**config.mk**
```make
export PLATFORM = sky130hd
export DESIGN_NAME = evp_horner_fsm_flat
export DESIGN_NICKNAME = d
export VERILOG_FILES = /design/src/rtl/evp_pkg.sv /design/src/rtl/evp_horner_fsm_if.sv /design/src/rtl/evp_horner_mac.sv /design/src/rtl/evp_horner_fsm.sv /design/src/flat_wrapper.sv
export SDC_FILE = /design/constraint.sdc
export NUM_CORES = 1
export LEC_CHECK = 0
export CORE_AREA = 8 8 195 290
export DETAILED_ROUTE_END_ITERATION = 12
export DIE_AREA = 0 0 203 298
export PLACE_DENSITY_LB_ADDON = 0.25
export SLEW_MARGIN = 10
export SYNTH_ARGS = -nofsm -noshare
export SYNTH_HDL_FRONTEND = slang
export SYNTH_SLANG_ARGS = --single-unit
```
**constraint.sdc**
```tcl
create_clock -name clk -period 10.61 [get_ports clk]
set_input_delay 2.122 -clock clk [delete_from_list [all_inputs] [get_ports clk]]
set_output_delay 2.122 -clock clk [all_outputs]
set_load 0.01 [all_outputs]
```
**src/rtl/evp_pkg.sv**
```systemverilog
// Shared definitions for the Horner polynomial-evaluation controller.
//   - clog2: constant-width helper used to size the address buses
//   - evp_state_e: controller state encoding
//   - Status*: codes reported on the status output
package evp_pkg;

    function automatic int unsigned clog2(input int unsigned value);
        int unsigned r;
        r = 0;
        for (int i = 0; i < 32; i++) begin
            if ((32'd1 << i) < value) begin
                r = i + 1;
            end
        end
        return r;
    endfunction

    typedef enum logic [3:0] {
        StIdle,
        StRdN,
        StChkN,
        StRdX,
        StLoad,
        StFetch,
        StMac,
        StEmit,
        StErr,
        StDone
    } evp_state_e;

    localparam logic [31:0] StatusOk        = 32'd0;
    localparam logic [31:0] StatusOvf       = 32'd1;
    localparam logic [31:0] StatusUndefN    = 32'd2;
    localparam logic [31:0] StatusDegTooBig = 32'd3;
    localparam logic [31:0] StatusZeroCount = 32'd4;
    localparam logic [31:0] StatusReset     = 32'hFFFF_FFFF;

endpackage

```
**src/rtl/evp_horner_fsm_if.sv**
```systemverilog
// Bundle between the command decoder / RAMs (master) and the Horner controller (slave).
//   command : start_evp, A, x_count, rd_addr_data
//   RAM data: ram_out_data, ram_out_S, N
//   RAM ctrl: en_rd_data, en_rd_S, en_rd_N, rd_addr_data_updated, rd_addr_S_vec,
//             rd_addr_S_coef, rd_addr_N
//   results : busy, result_valid, result, status, done_evp
interface evp_horner_fsm_if #(
    parameter int unsigned BUF_DEPTH = 1024,
    parameter int unsigned DATA_W    = 16,
    parameter int unsigned ACC_W     = 32,
    parameter int unsigned NUM_VEC   = 8,
    parameter int unsigned DEG_W     = 5,
    parameter int unsigned MAX_DEG   = 10,
    parameter int unsigned CNT_W     = 8
);
    import evp_pkg::*;

    localparam int unsigned BUF_AW  = clog2(BUF_DEPTH);
    localparam int unsigned VEC_AW  = clog2(NUM_VEC);
    localparam int unsigned COEF_AW = clog2(MAX_DEG + 1);

    logic                start_evp;
    logic [VEC_AW-1:0]   A;
    logic [CNT_W-1:0]    x_count;
    logic [BUF_AW-1:0]   rd_addr_data;
    logic [DATA_W-1:0]   ram_out_data;
    logic [DATA_W-1:0]   ram_out_S;
    logic [DEG_W-1:0]    N;

    logic                en_rd_data;
    logic                en_rd_S;
    logic                en_rd_N;
    logic [BUF_AW-1:0]   rd_addr_data_updated;
    logic [VEC_AW-1:0]   rd_addr_S_vec;
    logic [COEF_AW-1:0]  rd_addr_S_coef;
    logic [VEC_AW-1:0]   rd_addr_N;
    logic                busy;
    logic                result_valid;
    logic [ACC_W-1:0]    result;
    logic [31:0]         status;
    logic                done_evp;

    modport master (
        output start_evp, A, x_count, rd_addr_data, ram_out_data, ram_out_S, N,
        input  en_rd_data, en_rd_S, en_rd_N, rd_addr_data_updated, rd_addr_S_vec,
               rd_addr_S_coef, rd_addr_N, busy, result_valid, result, status, done_evp
    );

    modport slave (
        input  start_evp, A, x_count, rd_addr_data, ram_out_data, ram_out_S, N,
        output en_rd_data, en_rd_S, en_rd_N, rd_addr_data_updated, rd_addr_S_vec,
               rd_addr_S_coef, rd_addr_N, busy, result_valid, result, status, done_evp
    );

endinterface

```
**src/rtl/evp_horner_mac.sv**
```systemverilog
// One Horner step: next_acc = acc * x + c, computed at full width.
//   acc, x, c : current accumulator, sample, coefficient
//   next_acc  : low ACC_W bits of the exact value
//   ovf       : exact value did not fit in ACC_W bits
module evp_horner_mac #(
    parameter int unsigned ACC_W  = 32,
    parameter int unsigned DATA_W = 16
) (
    input  logic [ACC_W-1:0]  acc,
    input  logic [DATA_W-1:0] x,
    input  logic [DATA_W-1:0] c,
    output logic [ACC_W-1:0]  next_acc,
    output logic              ovf
);
    // One extra bit so the carry from adding c can never be lost.
    localparam int unsigned FULL_W = ACC_W + DATA_W + 1;

    logic [FULL_W-1:0] full;

    assign full     = FULL_W'(acc) * FULL_W'(x) + FULL_W'(c);
    assign next_acc = full[ACC_W-1:0];
    assign ovf      = |full[FULL_W-1:ACC_W];

endmodule

```
**src/rtl/evp_horner_fsm.sv**
```systemverilog
// Batch polynomial evaluator: for x_count consecutive buffer samples starting at
// rd_addr_data, computes sum(c_i * x^i) by Horner's method using coefficient
// vector A (degree read from the N RAM, coefficients from the S RAM).
//   clk, rst : clock, asynchronous active-low reset
//   bus      : slave side of evp_horner_fsm_if (command, RAM ports, results)
module evp_horner_fsm
    import evp_pkg::*;
#(
    parameter int unsigned BUF_DEPTH = 1024,
    parameter int unsigned DATA_W    = 16,
    parameter int unsigned ACC_W     = 32,
    parameter int unsigned NUM_VEC   = 8,
    parameter int unsigned DEG_W     = 5,
    parameter int unsigned MAX_DEG   = 10,
    parameter int unsigned CNT_W     = 8
) (
    input logic             clk,
    input logic             rst,
    evp_horner_fsm_if.slave bus
);
    localparam int unsigned BUF_AW  = clog2(BUF_DEPTH);
    localparam int unsigned VEC_AW  = clog2(NUM_VEC);
    localparam int unsigned COEF_AW = clog2(MAX_DEG + 1);

    localparam logic [DEG_W-1:0] N_UNDEF = '1;
    localparam logic [DEG_W-1:0] N_MAX   = DEG_W'(MAX_DEG);

    evp_state_e          state_q;
    logic [BUF_AW-1:0]   ptr_q;
    logic [VEC_AW-1:0]   vec_q;
    logic [COEF_AW-1:0]  coef_q;
    logic [CNT_W-1:0]    cnt_q;
    logic [DEG_W-1:0]    n_q;
    logic [DATA_W-1:0]   x_q;
    logic [ACC_W-1:0]    acc_q;
    logic                ovf_q;
    logic [31:0]         err_q;
    logic                busy_q;
    logic                valid_q;
    logic [ACC_W-1:0]    result_q;
    logic [31:0]         status_q;
    logic                done_q;

    logic [ACC_W-1:0]    next_acc;
    logic                mac_ovf;

    evp_horner_mac #(
        .ACC_W  (ACC_W),
        .DATA_W (DATA_W)
    ) u_mac (
        .acc      (acc_q),
        .x        (x_q),
        .c        (bus.ram_out_S),
        .next_acc (next_acc),
        .ovf      (mac_ovf)
    );

    always_ff @(posedge clk or negedge rst) begin
        if (!rst) begin
            state_q  <= StIdle;
            ptr_q    <= '0;
            vec_q    <= '0;
            coef_q   <= '0;
            cnt_q    <= '0;
            n_q      <= '0;
            x_q      <= '0;
            acc_q    <= '0;
            ovf_q    <= 1'b0;
            err_q    <= StatusOk;
            busy_q   <= 1'b0;
            valid_q  <= 1'b0;
            result_q <= '0;
            status_q <= StatusReset;
            done_q   <= 1'b0;
        end else begin
            valid_q <= 1'b0;
            done_q  <= 1'b0;
            unique case (state_q)
                StIdle: begin
                    if (bus.start_evp) begin
                        vec_q   <= bus.A;
                        cnt_q   <= bus.x_count;
                        ptr_q   <= bus.rd_addr_data;
                        busy_q  <= 1'b1;
                        state_q <= StRdN;
                    end
                end
                StRdN: state_q <= StChkN;
                StChkN: begin
                    // N is only valid this cycle, so keep a copy for later samples.
                    n_q    <= bus.N;
                    coef_q <= COEF_AW'(bus.N);
                    if (bus.N == N_UNDEF) begin
                        err_q   <= StatusUndefN;
                        state_q <= StErr;
                    end else if (bus.N > N_MAX) begin
                        err_q   <= StatusDegTooBig;
                        state_q <= StErr;
                    end else if (cnt_q == '0) begin
                        err_q   <= StatusZeroCount;
                        state_q <= StErr;
                    end else begin
                        state_q <= StRdX;
                    end
                end
                StRdX: state_q <= StLoad;
                StLoad: begin
                    x_q   <= bus.ram_out_data;
                    acc_q <= bus.ram_out_S;
                    ovf_q <= 1'b0;
                    if (n_q == '0) begin
                        state_q <= StEmit;
                    end else begin
                        coef_q  <= coef_q - COEF_AW'(1);
                        state_q <= StFetch;
                    end
                end
                StFetch: state_q <= StMac;
                StMac: begin
                    acc_q <= next_acc;
                    ovf_q <= ovf_q | mac_ovf;
                    if (coef_q == '0) begin
                        state_q <= StEmit;
                    end else begin
                        coef_q  <= coef_q - COEF_AW'(1);
                        state_q <= StFetch;
                    end
                end
                StEmit: begin
                    result_q <= acc_q;
                    status_q <= ovf_q ? StatusOvf : StatusOk;
                    valid_q  <= 1'b1;
                    // Power-of-two depth: the natural wrap of ptr_q is the modulo.
                    ptr_q    <= ptr_q + BUF_AW'(1);
                    cnt_q    <= cnt_q - CNT_W'(1);
                    coef_q   <= COEF_AW'(n_q);
                    state_q  <= (cnt_q != CNT_W'(1)) ? StRdX : StDone;
                end
                StErr: begin
                    result_q <= '0;
                    status_q <= err_q;
                    valid_q  <= 1'b1;
                    state_q  <= StDone;
                end
                StDone: begin
                    done_q  <= 1'b1;
                    busy_q  <= 1'b0;
                    state_q <= StIdle;
                end
                default: state_q <= StIdle;
            endcase
        end
    end

    assign bus.en_rd_N              = (state_q == StRdN);
    assign bus.en_rd_data           = (state_q == StRdX);
    assign bus.en_rd_S              = (state_q == StRdX) || (state_q == StFetch);
    assign bus.rd_addr_data_updated = ptr_q;
    assign bus.rd_addr_S_vec        = vec_q;
    assign bus.rd_addr_S_coef       = coef_q;
    assign bus.rd_addr_N            = vec_q;
    assign bus.busy                 = busy_q;
    assign bus.result_valid         = valid_q;
    assign bus.result               = result_q;
    assign bus.status               = status_q;
    assign bus.done_evp             = done_q;

endmodule

```
**src/flat_wrapper.sv**
```systemverilog
// flat-port wrapper written by rule: the top's interface ports become plain ports
module evp_horner_fsm_flat import evp_pkg::*;
#(
    parameter int unsigned BUF_DEPTH = 1024,
    parameter int unsigned DATA_W    = 16,
    parameter int unsigned ACC_W     = 32,
    parameter int unsigned NUM_VEC   = 8,
    parameter int unsigned DEG_W     = 5,
    parameter int unsigned MAX_DEG   = 10,
    parameter int unsigned CNT_W     = 8
)
  (clk, rst, bus_start_evp, bus_A, bus_x_count, bus_rd_addr_data, bus_ram_out_data, bus_ram_out_S, bus_N, bus_en_rd_data, bus_en_rd_S, bus_en_rd_N, bus_rd_addr_data_updated, bus_rd_addr_S_vec, bus_rd_addr_S_coef, bus_rd_addr_N, bus_busy, bus_result_valid, bus_result, bus_status, bus_done_evp);
  evp_horner_fsm_if #(.BUF_DEPTH(BUF_DEPTH), .DATA_W(DATA_W), .ACC_W(ACC_W), .NUM_VEC(NUM_VEC), .DEG_W(DEG_W), .MAX_DEG(MAX_DEG), .CNT_W(CNT_W)) bus_i ();
  input logic clk;
  input logic rst;
  input wire logic [$bits(bus_i.start_evp)-1:0] bus_start_evp;
  input wire logic [$bits(bus_i.A)-1:0] bus_A;
  input wire logic [$bits(bus_i.x_count)-1:0] bus_x_count;
  input wire logic [$bits(bus_i.rd_addr_data)-1:0] bus_rd_addr_data;
  input wire logic [$bits(bus_i.ram_out_data)-1:0] bus_ram_out_data;
  input wire logic [$bits(bus_i.ram_out_S)-1:0] bus_ram_out_S;
  input wire logic [$bits(bus_i.N)-1:0] bus_N;
  output wire logic [$bits(bus_i.en_rd_data)-1:0] bus_en_rd_data;
  output wire logic [$bits(bus_i.en_rd_S)-1:0] bus_en_rd_S;
  output wire logic [$bits(bus_i.en_rd_N)-1:0] bus_en_rd_N;
  output wire logic [$bits(bus_i.rd_addr_data_updated)-1:0] bus_rd_addr_data_updated;
  output wire logic [$bits(bus_i.rd_addr_S_vec)-1:0] bus_rd_addr_S_vec;
  output wire logic [$bits(bus_i.rd_addr_S_coef)-1:0] bus_rd_addr_S_coef;
  output wire logic [$bits(bus_i.rd_addr_N)-1:0] bus_rd_addr_N;
  output wire logic [$bits(bus_i.busy)-1:0] bus_busy;
  output wire logic [$bits(bus_i.result_valid)-1:0] bus_result_valid;
  output wire logic [$bits(bus_i.result)-1:0] bus_result;
  output wire logic [$bits(bus_i.status)-1:0] bus_status;
  output wire logic [$bits(bus_i.done_evp)-1:0] bus_done_evp;
  assign bus_i.start_evp = bus_start_evp;
  assign bus_i.A = bus_A;
  assign bus_i.x_count = bus_x_count;
  assign bus_i.rd_addr_data = bus_rd_addr_data;
  assign bus_i.ram_out_data = bus_ram_out_data;
  assign bus_i.ram_out_S = bus_ram_out_S;
  assign bus_i.N = bus_N;
  assign bus_en_rd_data = bus_i.en_rd_data;
  assign bus_en_rd_S = bus_i.en_rd_S;
  assign bus_en_rd_N = bus_i.en_rd_N;
  assign bus_rd_addr_data_updated = bus_i.rd_addr_data_updated;
  assign bus_rd_addr_S_vec = bus_i.rd_addr_S_vec;
  assign bus_rd_addr_S_coef = bus_i.rd_addr_S_coef;
  assign bus_rd_addr_N = bus_i.rd_addr_N;
  assign bus_busy = bus_i.busy;
  assign bus_result_valid = bus_i.result_valid;
  assign bus_result = bus_i.result;
  assign bus_status = bus_i.status;
  assign bus_done_evp = bus_i.done_evp;
  evp_horner_fsm #(.BUF_DEPTH(BUF_DEPTH), .DATA_W(DATA_W), .ACC_W(ACC_W), .NUM_VEC(NUM_VEC), .DEG_W(DEG_W), .MAX_DEG(MAX_DEG), .CNT_W(CNT_W)) u_core (.clk(clk), .rst(rst), .bus(bus_i));
endmodule
```
==> results of run 1 <==
-- final cells by class --
class                      instances  area (sq um)
sequential                       125          3140
clock inverter                    14           160
fill                            4950         26600
inverter                         542          2030
tap                              682           853
clock buffer                      18           429
multi-input combinational       1753         17300
timing repair buffer             179          1720
-- sequential cells by signal, indices dropped and copies added (netlist names) --
| name | flops |
|---|---|
| u_core.acc_q | 32 |
| u_core.bus.result | 32 |
| u_core.bus.status | 4 |
| u_core.ovf_q | 1 |
| u_core.x_q | 16 |
| u_core.bus.rd_addr_data_updated | 10 |
| u_core.bus.result_valid | 1 |
| u_core.err_q | 3 |
| u_core.state_q | 4 |
| u_core.bus.done_evp | 1 |
| u_core.n_q | 5 |
| u_core.cnt_q | 8 |
| u_core.bus.rd_addr_N | 3 |
| u_core.bus.rd_addr_S_coef | 4 |
| u_core.bus.busy | 1 |
-- worst max-delay path, stage by stage, from the launching register on --
cell                      delay, ps
sky130_fd_sc_hd__dfrtp_1       1070
sky130_fd_sc_hd__nand2_1        190
sky130_fd_sc_hd__fa_1           580
sky130_fd_sc_hd__inv_1           50
sky130_fd_sc_hd__fa_1           480
sky130_fd_sc_hd__fa_1           590
sky130_fd_sc_hd__fa_1           460
sky130_fd_sc_hd__fa_1           500
sky130_fd_sc_hd__inv_1           50
sky130_fd_sc_hd__fa_1           470
sky130_fd_sc_hd__inv_1           40
sky130_fd_sc_hd__ha_1           400
sky130_fd_sc_hd__a21oi_1        320
sky130_fd_sc_hd__o21ai_0        220
sky130_fd_sc_hd__a22oi_1        220
sky130_fd_sc_hd__nand2_1        130
sky130_fd_sc_hd__a31oi_4        270
sky130_fd_sc_hd__nor3_2          80
sky130_fd_sc_hd__or3_1          310
sky130_fd_sc_hd__a221o_1        350
sky130_fd_sc_hd__nor4_2         260
sky130_fd_sc_hd__a31oi_1        110
-- kinds of logic (layout without fill, tap and decap cells) --
group	count (synthesis)	count (layout)	synth area share, %
flip-flops	125	125	13.5
XOR/XNOR	32	32	1.21
AO/OA/AOI/OAI	290	290	8.51
adder cells (fa/ha/maj)	582	582	45.5
multiplexers	39	39	1.81
AND/OR/NAND/NOR	810	810	17.4
buffers and inverters	705	753	12.1
-- metrics by stage --
step                      cells  worst slack, ps  utilization (%)
after floorplan            2583             3960                -
after global placement     3281             3000             47.9
after detailed placement   3281             2990             47.9
after CTS                  3313             3360             49.0
after global routing       3313             3010             49.0
final                      3313             3340             49.0
-- worst min-delay path by stage --
stage                         start  slack, ps  cells after the start                    to
6_report       u_core.bus.status[0]        460                      2  u_core.bus.status[0]
5_1_grt        u_core.bus.status[0]        510                      2  u_core.bus.status[0]
4_1_cts        u_core.bus.status[0]        460                      2  u_core.bus.status[0]
3_5_place_dp   u_core.bus.status[0]        450                      2  u_core.bus.status[0]
3_3_place_gp   u_core.bus.status[0]        450                      2  u_core.bus.status[0]
2_1_floorplan  u_core.bus.status[0]        460                      2  u_core.bus.status[0]
-- layer usage --
metal  vias up  track usage, %
li1       7948               -
met1      9362            23.0
met2       550            46.5
met3       235            2.85
met4         0            12.4
met5         -               0
-- cells in the final DEF (no fill, tap or decap), types with 10 or more instances in the layout --
| cell type | instances |
|---|---|
| sky130_fd_sc_hd__a21o_1 | 12 |
| sky130_fd_sc_hd__a21oi_1 | 71 |
| sky130_fd_sc_hd__a22o_1 | 49 |
| sky130_fd_sc_hd__and2_1 | 277 |
| sky130_fd_sc_hd__and3_1 | 10 |
| sky130_fd_sc_hd__buf_4 | 29 |
| sky130_fd_sc_hd__clkbuf_16 | 17 |
| sky130_fd_sc_hd__clkdlybuf4s50_1 | 149 |
| sky130_fd_sc_hd__dfrtp_1 | 119 |
| sky130_fd_sc_hd__fa_1 | 435 |
| sky130_fd_sc_hd__ha_1 | 147 |
| sky130_fd_sc_hd__inv_1 | 541 |
| sky130_fd_sc_hd__mux2_2 | 23 |
| sky130_fd_sc_hd__mux2i_1 | 16 |
| sky130_fd_sc_hd__nand2_1 | 342 |
| sky130_fd_sc_hd__nand3_1 | 29 |
| sky130_fd_sc_hd__nand4_1 | 15 |
| sky130_fd_sc_hd__nor2_1 | 64 |
| sky130_fd_sc_hd__nor2b_1 | 10 |
| sky130_fd_sc_hd__nor3_1 | 15 |
| sky130_fd_sc_hd__o21ai_0 | 64 |
| sky130_fd_sc_hd__or3_1 | 12 |
| sky130_fd_sc_hd__xnor2_1 | 17 |
| sky130_fd_sc_hd__xor2_1 | 15 |
==> tab_implementation.tex, run 1 <==
\begin{tabular}{lr}
\hline
Metric & Value \\
\hline
\multicolumn{2}{l}{\textbf{Synth}} \\
Most instantiated flip-flop cell in the synthesis netlist & sky130\_fd\_sc\_hd\_\_dfrtp\_1 \\
Cell with the most instances after synthesis & sky130\_fd\_sc\_hd\_\_inv\_1 \\
Area share of the largest cell type after synthesis & 37.6\% \\
Yosys reg bits & 125 \\
Main area contributors after synthesis & sky130\_fd\_sc\_hd\_\_fa\_1 38\%, sky130\_fd\_sc\_hd\_\_dfrtp\_1 13\%, sky130\_fd\_sc\_hd\_\_inv\_1 8.8\% \\
Sequential cell area fraction in the yosys report & 13.5\% \\
Number of distinct library cell variants in the gate-level netlist after synthesis & 74 \\
Synth area leader & sky130\_fd\_sc\_hd\_\_fa\_1 \\
Async set or reset register ratio after synthesis & 100\% \\
Count of flip-flops with a built-in enable after synthesis & 0 \\
Synth Cell Area & 0.0232 sq mm \\
Number of cells produced by synthesis & 2583 \\
Warning count from the yosys run & 0 \\
Cell types with the highest counts after synthesis & 541 x sky130\_fd\_sc\_hd\_\_inv\_1, 435 x sky130\_fd\_sc\_hd\_\_fa\_1, 343 x sky130\_fd\_sc\_hd\_\_nand2\_1, 277 x sky130\_fd\_sc\_hd\_\_and2\_1, 147 x sky130\_fd\_sc\_hd\_\_ha\_1 \\
Synthesized Nets & 3226 \\
Mean cell area of the mapped netlist & 8.98 sq um \\
\multicolumn{2}{l}{\textbf{Clock tree}} \\
Hold-fix buffers, CTS & 0 \\
Sink count of the clock tree & 125 \\
Largest buffer count on any clock path & 2 \\
Root Buffer Master & sky130\_fd\_sc\_hd\_\_clkbuf\_16 \\
TritonCTS clock tree & done \\
Clock slew at the register clock pins of the worst setup and hold paths & 80 ps \\
Resized Gates After CTS & 0 \\
Worst-skew pair later-pin latency & 450 ps \\
TritonCTS buffer count & 17 \\
Number of buffers inserted to repair setup after CTS & 0 \\
Maximum level of the CTS H-tree & 4 \\
\multicolumn{2}{l}{\textbf{Floorplan}} \\
Core outline area & 0.0522 sq mm \\
Area of the die & 0.0605 sq mm \\
Placement row count & 103 \\
Die Wd & 203 um \\
Die outline height & 298 um \\
Starting density of the core & 44.4\% \\
Top-Level Pins & 151 \\
\multicolumn{2}{l}{\textbf{Worst setup path}} \\
Length in cells of the worst reg-to-reg path & 21 \\
Critical path class & reg -> reg \\
Kind of start point of the critical path & register \\
Worst Path Arrival & 7610 ps \\
Reg2reg end & u\_core.ovf\_q \\
Maximum fanout encountered on the critical timing path & 18 \\
Endpoint type of the worst setup path & register \\
Launch point of the critical path & u\_core.acc\_q[10] \\
Worst reg2reg startpoint & u\_core.acc\_q[10] \\
CP Capture Point & u\_core.ovf\_q \\
Reg2reg setup slack & 3340 ps \\
Critical Path RT & 10950 ps \\
\multicolumn{2}{l}{\textbf{Timing}} \\
Slew headroom & 26.6\% \\
Tightest Pin Transition & 1100 ps \\
Final Max Tran Viols & 0 \\
Setup repair after global routing missed its margin & false \\
Timing-limited maximum frequency & 138 MHz \\
Smallest hold slack & 460 ps \\
Setup clock skew after layout & 20.4 ps \\
Count of final hold-check violations & 0 \\
Period Utilization, post-route & 68.5\% \\
Setup-violating endpoint count in the final report & 0 \\
Clock period minus final worst setup slack & 7270 ps \\
Setup total negative slack & 0 ps \\
\multicolumn{2}{l}{\textbf{Worst hold path}} \\
Class of the tightest hold or removal check & reg -> reg \\
\multicolumn{2}{l}{\textbf{Routing}} \\
Post-route DRC & 0 \\
First-pass detailed-route iteration total & 5 \\
Via count of the routed design & 18.1k \\
Vias per Instance & 5.46 \\
Total length of routed wires & 69400 um \\
Post-detailed-route count of antenna-violating nets & 0 \\
Wire length on met2 & 39700 um \\
Total met3 wirelength after detailed routing & 2830 um \\
Top sig layer & met4 \\
1st-iter DRT viols & 876 \\
Average detailed-routed wire length per instance & 20.9 um \\
Wl on met1 & 23100 um \\
\multicolumn{2}{l}{\textbf{Status}} \\
Status & finished clean \\
\multicolumn{2}{l}{\textbf{Global routing}} \\
Number of global-route vias before repair & 20.4k \\
Largest net degree at the start of global routing & 78 \\
GRT Residual Overflow & 0 \\
Initial antenna violation count & 0 \\
Wire length of the first global-routing pass & 111000 um \\
Combined global-route utilization of all metal layers & 23.4\% \\
\multicolumn{2}{l}{\textbf{Finish}} \\
Ratio of cells with drive above 1 in the final layout & 4.07\% \\
Number of inserted diodes & 0 \\
Summed area of non-filler cells in the final layout & 0.0256 sq mm \\
Area added between synthesis and finish & 10.4\% \\
Final-stage net count & 3261 \\
\multicolumn{2}{l}{\textbf{Placement}} \\
Number of I/O port buffers & 150 \\
HPWL after DPL & 53300 um \\
Routability congestion estimate & 0.924 \\
Total cell area at the placement stage & 0.0250 sq mm \\
\multicolumn{2}{l}{\textbf{Job}} \\
Number of max-cap violations & 0 \\
\hline
\end{tabular}
Power of run 1 is not shown: default switching activity piles up to over one toggle a cycle in this logic, so the estimate is an artifact.
==> inputs of run 2 (changes only) <==
clock period = 7.1 ns   (was 10.61 ns; I/O delays follow)
==> run 2 against run 1 <==
  * Sequential cell count unchanged
  * Via count increased by 1.6%
  * Hold slack improved by 16 ps
  * Critical path depth increased by 1
  * Core utilization increased by 1.7 points
  * Clock skew decreased by 2.4 ps
  * Largest cell class unchanged
==> tab_implementation.tex, run 2 (synthesis gave the netlist of run 1 again) <==
\begin{tabular}{lr}
\hline
Metric & Value \\
\hline
\multicolumn{2}{l}{\textbf{Status}} \\
Status & finished clean \\
\multicolumn{2}{l}{\textbf{Timing}} \\
Slew headroom & 25.8\% \\
Setup clock skew after layout & 18.0 ps \\
Final Max Tran Viols & 0 \\
Smallest hold slack & 476 ps \\
Clock period minus final worst setup slack & 6820 ps \\
Fin worst setup slack & 284 ps \\
Setup repair after global routing missed its margin & false \\
Tightest Pin Transition & 1110 ps \\
Setup-violating endpoint count in the final report & 0 \\
Count of final hold-check violations & 0 \\
Timing-limited maximum frequency & 147 MHz \\
Period Utilization, post-route & 96.0\% \\
\multicolumn{2}{l}{\textbf{Worst setup path}} \\
Endpoint type of the worst setup path & register \\
Critical Path Slowest Stage Cell & sky130\_fd\_sc\_hd\_\_dfrtp\_2 \\
Delay of the slowest cell on the worst path & 660 ps \\
Crit path top cell by count & sky130\_fd\_sc\_hd\_\_fa\_1 \\
Cells along the critical path & nand2\_1 > fa\_1 > fa\_1 > fa\_1 > inv\_1 > fa\_1 > fa\_1 > inv\_1 > fa\_1 > inv\_1 > ha\_1 > and4\_1 > o311ai\_1 > a21oi\_1 > nor4\_2 > buf\_4 > o2111ai\_1 > o211ai\_1 > o31ai\_1 > xor2\_1 > nor2\_1 > a31oi\_1 \\
Critical path class & reg -> reg \\
Worst Path Arrival & 7150 ps \\
Kind of start point of the critical path & register \\
Critical Path RT & 7430 ps \\
Maximum fanout encountered on the critical timing path & 17 \\
\multicolumn{2}{l}{\textbf{Global routing}} \\
GR Util met3 & 2.56\% \\
Met1 capacity usage during global routing & 23.1\% \\
Global routing's busiest layer & met2 \\
Largest net degree at the start of global routing & 72 \\
Wire length of the first global-routing pass & 110000 um \\
Number of global-route vias before repair & 20.5k \\
Initial antenna violation count & 1 \\
Combined global-route utilization of all metal layers & 23.2\% \\
GRT Residual Overflow & 0 \\
Met2 track demand over resource in global routing & 45.2\% \\
\multicolumn{2}{l}{\textbf{Placement}} \\
Setup slack at placement & -25.6 ps \\
HPWL after DPL & 56100 um \\
Routability congestion estimate & 0.931 \\
Number of I/O port buffers & 150 \\
\multicolumn{2}{l}{\textbf{Clock tree}} \\
Number of buffers inserted to repair setup after CTS & 0 \\
Largest buffer count on any clock path & 2 \\
Maximum level of the CTS H-tree & 4 \\
Hold-fix buffers, CTS & 0 \\
TritonCTS buffer count & 17 \\
Root Buffer Master & sky130\_fd\_sc\_hd\_\_clkbuf\_16 \\
Clock slew at the register clock pins of the worst setup and hold paths & 80 ps \\
Worst-skew pair later-pin latency & 460 ps \\
TritonCTS clock tree & done \\
Sink count of the clock tree & 125 \\
\multicolumn{2}{l}{\textbf{Floorplan}} \\
Placement row count & 103 \\
Core outline area & 0.0522 sq mm \\
Die Wd & 203 um \\
Area of the die & 0.0605 sq mm \\
Top-Level Pins & 151 \\
Die outline height & 298 um \\
Starting density of the core & 44.4\% \\
\multicolumn{2}{l}{\textbf{Finish}} \\
Top library cells by usage in the layout, fill and taps aside & 541 x sky130\_fd\_sc\_hd\_\_inv\_1, 435 x sky130\_fd\_sc\_hd\_\_fa\_1, 342 x sky130\_fd\_sc\_hd\_\_nand2\_1, 277 x sky130\_fd\_sc\_hd\_\_and2\_1, 149 x sky130\_fd\_sc\_hd\_\_clkdlybuf4s50\_1 \\
Most frequent standard cell in the layout excluding fill and tap cells & sky130\_fd\_sc\_hd\_\_inv\_1 \\
FILL cells & 4911 \\
Area added between synthesis and finish & 14.1\% \\
Final-stage net count & 3358 \\
Ratio of cells with drive above 1 in the final layout & 8.14\% \\
\multicolumn{2}{l}{\textbf{Routing}} \\
Post-detailed-route count of antenna-violating nets & 0 \\
First-pass detailed-route iteration total & 7 \\
1st-iter DRT viols & 823 \\
Post-route DRC & 0 \\
Vias per Instance & 5.39 \\
Average detailed-routed wire length per instance & 20.2 um \\
Total length of routed wires & 68900 um \\
Via count of the routed design & 18.4k \\
\multicolumn{2}{l}{\textbf{Worst hold path}} \\
Class of the tightest hold or removal check & reg -> reg \\
\multicolumn{2}{l}{\textbf{Job}} \\
Number of max-cap violations & 0 \\
\hline
\end{tabular}
-- run 2: timing repair --
| item | CTS | global route |
|---|---|---|
| endpoints found under the setup margin | 1 | 2 |
| pin swaps | 0 | 1 |
| gates resized for setup | 2 | 19 |
-- run 2: worst max-delay path, delay by kind of cell (launching register included) --
family	cells	cell delay (ps)
DFF	1	660
adders and majority gates	7	3440
AOI/OAI and AO/OA	6	1430
buffers and inverters	4	320
and+or+nand+nor	4	740
xor gates and xnor gates	1	100
-- run 2: worst paths after layout --
| kind | start | end | slack, ps | cells after the start |
|---|---|---|---|---|
| worst min register to register | u_core.bus.status[0] | u_core.bus.status[0] | 480 | 2 |
| max in group asynchronous | rst | u_core.x_q[11] | 4610 | 2 |
| worst min-delay path | u_core.bus.status[0] | u_core.bus.status[0] | 480 | 2 |
| min in group asynchronous | rst | u_core.ovf_q | 980 | 1 |
| worst max-delay path | u_core.acc_q[11] | u_core.ovf_q | 280 | 22 |
| worst max register to register | u_core.acc_q[11] | u_core.ovf_q | 280 | 22 |
-- run 2: routing by layer --
layer,vias up,part of all wire [%]
li1,8138,-
met2,558,56
met1,9461,34
met5,-,0
met3,229,3.7
met4,0,6.0
-- run 2: through the flow --
step / TNS [ps] / cell area (sq um) / util, % / instances
6_report: 0 / 26500 / 50.7 / 3411
5_1_grt: 0 / 26500 / 50.7 / 3411
4_1_cts: 0 / 26400 / 50.6 / 3410
3_5_place_dp: -25.6 / 25900 / 49.5 / 3378
3_3_place_gp: 0 / 25900 / 49.5 / 3378
2_1_floorplan: 0 / 23200 / - / 2583
-- run 2: cell type report --
type,count,area (sq um),area share [%]
antenna,1,2.50,0.00946
sequential,125,3160,11.9
inverter,542,2030,7.69
multi-input combinational,1753,17300,65.3
timing repair buffer,276,2570,9.73
clock buffer,18,439,1.66
tap,682,853,3.22
clock inverter,14,124,0.468
Power of run 2 is left out for the same reason.
